### src/rtl/ram_ctrl.sv
// Command sequencer for the 32x3 ram block: single read/write, whole-array clear,
// one response per command, read timing matched to the ram's two-register read path.
module ram_ctrl #(
  parameter int AW = 5,
  parameter int DW = 3
) (
  input  logic          clk,
  input  logic          rst_n,
  input  logic          cmd_valid,
  output logic          cmd_ready,
  input  logic [1:0]    cmd_op,
  input  logic [AW-1:0] cmd_addr,
  input  logic [DW-1:0] cmd_data,
  output logic          rsp_valid,
  output logic [DW-1:0] rsp_data,
  output logic          rsp_err,
  output logic          busy,
  output logic [AW-1:0] ram_addr,
  output logic [DW-1:0] ram_din,
  output logic          ram_write,
  input  logic [DW-1:0] ram_dout
);

  typedef enum logic [2:0] {IDLE, WR, RD1, RD2, RD3, CLR, ERR} state_t;

  localparam logic [AW-1:0] LAST_ADDR = '1;

  state_t state;

  assign cmd_ready = (state == IDLE);
  assign busy      = ~cmd_ready;

  always_ff @(posedge clk or negedge rst_n) begin
    if (!rst_n) begin
      state     <= IDLE;
      ram_addr  <= '0;
      ram_din   <= '0;
      ram_write <= 1'b0;
      rsp_valid <= 1'b0;
      rsp_data  <= '0;
      rsp_err   <= 1'b0;
    end else begin
      // Response flags pulse for one cycle; rsp_data holds between responses.
      rsp_valid <= 1'b0;
      rsp_err   <= 1'b0;
      case (state)
        IDLE: begin
          if (cmd_valid) begin
            case (cmd_op)
              2'b00: begin
                ram_addr  <= cmd_addr;
                ram_write <= 1'b0;
                state     <= RD1;
              end
              2'b01: begin
                ram_addr  <= cmd_addr;
                ram_din   <= cmd_data;
                ram_write <= 1'b1;
                rsp_valid <= 1'b1;
                rsp_data  <= cmd_data;
                state     <= WR;
              end
              2'b10: begin
                ram_addr  <= '0;
                ram_din   <= '0;
                ram_write <= 1'b1;
                state     <= CLR;
              end
              default: begin
                ram_write <= 1'b0;
                rsp_valid <= 1'b1;
                rsp_err   <= 1'b1;
                rsp_data  <= '0;
                state     <= ERR;
              end
            endcase
          end
        end
        WR: begin
          ram_write <= 1'b0;
          state     <= IDLE;
        end
        RD1: state <= RD2;
        RD2: state <= RD3;
        // The ram's output register has settled on the addressed word by now.
        RD3: begin
          rsp_data  <= ram_dout;
          rsp_valid <= 1'b1;
          state     <= IDLE;
        end
        CLR: begin
          if (ram_addr == LAST_ADDR) begin
            ram_write <= 1'b0;
            rsp_valid <= 1'b1;
            rsp_data  <= '0;
            state     <= IDLE;
          end else begin
            ram_addr <= ram_addr + AW'(1);
          end
        end
        ERR: state <= IDLE;
        default: state <= IDLE;
      endcase
    end
  end

endmodule

### config.mk
export PLATFORM = sky130hd
export DESIGN_NAME = ram_ctrl
export DESIGN_NICKNAME = d
export VERILOG_FILES = /design/src/rtl/ram_ctrl.sv
export SDC_FILE = /design/constraint.sdc
export NUM_CORES = 1
export LEC_CHECK = 0
export CAP_MARGIN = 20
export CELL_PAD_IN_SITES_DETAIL_PLACEMENT = 1
export CELL_PAD_IN_SITES_GLOBAL_PLACEMENT = 1
export CORE_MARGIN = 2
export CORE_UTILIZATION = 33
export DETAILED_ROUTE_END_ITERATION = 10
export PLACE_DENSITY = 0.78
export SYNTH_ARGS = -nofsm -noshare
export SYNTH_HDL_FRONTEND = slang
export SYNTH_SLANG_ARGS = --single-unit
export TNS_END_PERCENT = 1
### constraint.sdc
create_clock -name clk -period 2.4 [get_ports clk]
set_input_delay 0.24 -clock clk [delete_from_list [all_inputs] [get_ports clk]]
set_output_delay 0.24 -clock clk [all_outputs]
set_load 0.01 [all_outputs]
---- Word level (Yosys, flattened, before mapping) ----
Cells that the tools add are included.
operators by class
  add/sub/neg operators ................... 1
  equality and inequality tests ........... 13
  mux-type cells .......................... 23
  bitwise operators ....................... 1
  reduce and logical (&&, ||, !) cells .... 15
operator list
  operator                                                count
  one-hot mux 5 bit (2 select lines)                      2
  one-hot mux 3 bit (3 select lines)                      2
  one-hot mux 3 bit (2 select lines)                      2
  one-hot mux 3 bit (4 select lines)                      1
  two-way mux 5 bit                                       2
  two-way mux 1 bit                                       9
  two-way mux 3 bit                                       3
  inequality test 2 bit (second input constant)           4
  AND reduction 4 bit                                     2
  == test 3 x 2 -> 1 bit (second input constant)          2
  == test 3 bit (second input constant)                   2
  one-hot mux 1 bit (3 select lines)                      2
  AND reduction 3 bit                                     2
  nonzero test 3 bit                                      2
  OR reduction 2 bit                                      3
  adder 5 x 1 -> 5 bit (second input constant)            1
  == test 5 bit (second input constant)                   1
  nonzero test 2 bit                                      2
  == test 3 x 1 -> 1 bit (second input constant)          1
  logical NOT 3 bit                                       1
  inequality test 3 x 2 -> 1 bit (second input constant)  1
  OR reduction 3 bit                                      1
  == test 2 x 1 -> 1 bit (second input constant)          1
  == test 2 bit (second input constant)                   1
  other kinds (3)                                         3
storage, ports and cells
  register bits after elaboration ......... 17
  bits of input ports ..................... 16
  output and inout bits ................... 16
  word-level logic and storage cells ...... 60

---- Longest topological paths before layout ----
  word-level depth ........................ 5
  mapped depth ............................ 7

---- Worst setup path after synthesis ----
No wires, ideal clock.
  path type ............................... register -> register
  from .................................... register ram_addr[0]
  to ...................................... register rsp_data[0]
  setup time .............................. 0.125 ns
  arrival time ............................ 1.635 ns
  path slack .............................. 0.640 ns
  stages on the path, launching flop included .. 7
  clock period less this slack ............ 1.760 ns
  cell sequence ........................... dfrtp_1 -> ha_1 -> and3_1 -> ha_1 -> o21ai_1 -> a21oi_2 -> mux2_2
between the ends
  longest elaborated chain between the ends .. 3
ends and longest elaborated chain
  element                                 line  RTL
  from (decl)                             18    output logic [AW-1:0] ram_addr,
  from (signal assigned)                  51    ram_addr <= cmd_addr;
  from (signal assigned)                  56    ram_addr <= cmd_addr;
  from (signal assigned)                  98    ram_addr <= ram_addr + AW'(1);
  == test 5 bit                           92    if (ram_addr == LAST_ADDR) begin
  inequality test 2 bit (no source line)  --
  AND reduction 4 bit (no source line)    --
  to (signal assigned)                    60    rsp_data <= cmd_data;
  to (signal assigned)                    87    rsp_data <= ram_dout;
  to (decl)                               15    output logic [DW-1:0] rsp_data,
Every way passes these cells.
A chain may end at the register's enable or synchronous reset.

---- Worst setup path in the final report ----
  from .................................... register state[1]
  to ...................................... output cmd_ready
between the ends
  longest elaborated chain between the ends .. 1
ends and longest elaborated chain
  element                 line  RTL
  from (decl)             28    state_t state;
  from (signal assigned)  35    state <= IDLE;
  from (signal assigned)  53    state <= RD1;
  from (signal assigned)  61    state <= WR;
  logical NOT 3 bit       30    assign cmd_ready = (state == IDLE);
  to (decl)               10    output logic cmd_ready,
Every way passes these cells.

==> metrics.txt <==
status completed; sequential area share after synthesis 0.4192; initial antenna violation count 0; synth top area cells dfrtp_1 (42%), ha_1 (7.4%), o21ai_0 (4.4%); Worst-path clk slew 0.11 ns; Syn-to-layout area delta 35.02%; worst skew pair latency ~0.29 ns; Buffers on Ports 31; Warnings, synthesis 0; WL per Instance 15.72 um; Critical-path top delay cell clkdlybuf4s50_1; Gate Count Post-Synth between 100 and 150; deepest clock path buffer count 2; WP data required 2.16 ns; first-pass GRT wire length roughly 4700 um; Antenna Cells 0; DP Worst Slack approximately 0.29 ns; RSZ-0062 raised after global routing no; worst hold path type in2async; global route overflow 0; CTS tree done; gpl congestion 0.7767; htree depth 1; worst-margin pin slew roughly 0.76 ns; Core Area 2978 um^2; vias just over 900; Die ar. about 3500 um^2; cell taking the most area after synthesis dfrtp_1; slack of the critical path about 0.39 ns; drt total wl around 2700 um; Leak 0.0005862 uW; pin count of the biggest net entering global routing 18; worst reg-to-reg path cell count 6; CTS root buffer clkbuf_4; final hold vios 0; power per cell area slightly above 1000 nW/um^2; slowest stage delay, CP between 0.5 and 0.6 ns; vias in the first global route between 1,000 and 1,500; Netlist cell types 35; Nets around 160; Main synth FF type dfrtp_1; syn_area_per_cell between 9 and 10 um^2; layout cells sized above 1 0.07914; max_slew headroom 0.4887; Reg area about 430 um^2; crit path DAT around 1.8 ns; startpoint types flop; minimum clock period between 2 and 2.5 ns; cts hold-fix bufs 0; Synth Area in Adders 0.07398; number of flops mapped to enable cells by yosys 0; Tot GR Track Use 0.1744; fill cell count approximately 360; # resized after CTS 0; post-synthesis compound-gate area fraction 0.2195; post-synthesis mux area share 0.03329; final design utilization 0.4601; clk sinks 17; main combinational cell family by area after synthesis compound AO/OA/AOI/OAI gates; period utilization 0.8356; Post-synth ARST share 1.000; simple-gate area share of the yosys netlist 0.1837; # rows 20; drt pass-1 iters 3; Multi-input gate area about 520 um^2; area of the mapped netlist ~1000 um^2; CP Class reg2out; DRC Markers 0; DPL Wire Length 2097 um; Die Span X about 59 um; GRT met3 Usage 0.02620; Slew Viols, Final 0; Max Cap Violations 0; post-synth top area share 0.4192; syn nets 130; #FFs+latches synth 17; ANT nets after route 0; GR peak layer met2; crit path max fanout 14; DRT iter0 DRCs 30; initial core utilization 0.3408; die height 59.45 um; crit-path cells nor3_1 -> clkdlybuf4s50_1; I/O pin total 32; met1 Use GR 0.2215; Final setup viols 0; total negative slack 0 ns; Crit. End Element output port; number of vias per cell between 5 and 6; XOR/XNOR Fraction of Synth Area 0; routing usage on met2 0.3093; Peak Freq around 0.50 GHz; VDD IR-drop max between 0.0003 and 0.0004 V; skew final between 0.006 and 0.007 ns; TritonCTS Buffers 3; Post-CTS Setup Inserts 0
==> cells in the final DEF (no fill, tap or decap), types with 2 or more instances in the layout <==
cell	instances
a21oi_1	6
a31oi_1	2
a32o_1	3
and2_1	2
clkbuf_4	3
clkdlybuf4s50_1	31
dfrtp_1	17
ha_1	6
inv_1	12
mux2_2	3
nand2_1	6
nand3_1	5
nand3b_1	2
nor2_1	6
nor3_1	4
o21ai_0	9
o21ai_1	2
o21bai_1	2
==> where the power goes <==
group	switching, uW	total (uW)	internal, uW	leakage, uW
clock	91.9	156	64.5	0.0000150
combinational	295	671	376	0.000352
sequential	160	561	401	0.000219
==> layout make-up <==
class / instances / area share
Clock buffer: 4 / 0.01918
Sequential cell: 17 / 0.3105
Multi-Input combinational cell: 74 / 0.3781
Inverter: 13 / 0.03562
Tap cell: 33 / 0.03014
Timing Repair Buffer: 31 / 0.2265
==> critical path, delay by kind of cell (launching register included) <==
kind                   cells  cell delay, ns
buffers and inverters      1            0.59
flip-flops                 1            0.58
AND/OR/NAND/NOR            1            0.31
==> synthesized netlist by cell type, types with 2 or more instances <==
cell type   n
nor2_1      6
o21bai_1    2
a31oi_1     2
a21oi_1     6
ha_1        6
mux2_2      3
inv_1      12
and2_1      2
dfrtp_1    17
nand2_1     6
a32o_1      3
nand3_1     5
nor3_1      4
o21ai_1     2
buf_2       3
nand3b_1    2
o21ai_0     9
==> routing by layer <==
layer | vias up | part of all wire
li1 | 443 | -
met1 | 444 | 0.44
met2 | 24 | 0.51
met3 | 2 | 0.048
met4 | 0 | 0.0037
met5 | - | 0
==> registers in the layout (all words and copies together) (netlist names) <==
name       cells
ram_addr       5
ram_din        3
ram_write      1
rsp_data       3
rsp_err        1
rsp_valid      1
state          3
==> cell families (layout without fill, tap and decap cells) <==
logic type / after synthesis / in the layout
AO/OA/AOI/OAI: 33 / 33
multiplexers: 3 / 3
adder cells (fa/ha/maj): 6 / 6
flip-flops: 17 / 17
AND/OR/NAND/NOR: 32 / 32
buffers and inverters: 17 / 48
==> worst paths after layout <==
path                                  start          end  slack (ns)
worst max-delay path               state[1]    cmd_ready        0.39
worst min-delay path                  rst_n     state[0]        0.39
worst max register to register  ram_addr[0]  rsp_data[0]        0.44
worst min register to register  rsp_data[0]  rsp_data[0]        0.52
max in group asynchronous             rst_n     state[2]        1.53
min in group clk                rsp_data[0]  rsp_data[0]        0.52
==> stage by stage <==
stage,area [um^2],power [uW],hold slack (ns),cells
2_1_floorplan,1015,893.2,-0.05559,108
3_3_place_gp,1344,1212,0.5082,168
3_5_place_dp,1344,1244,0.4977,168
4_1_cts,1370,1405,0.4310,172
5_1_grt,1370,1511,0.4444,172
6_report,1370,1388,0.3908,172
(Power assumes the default switching activity.)
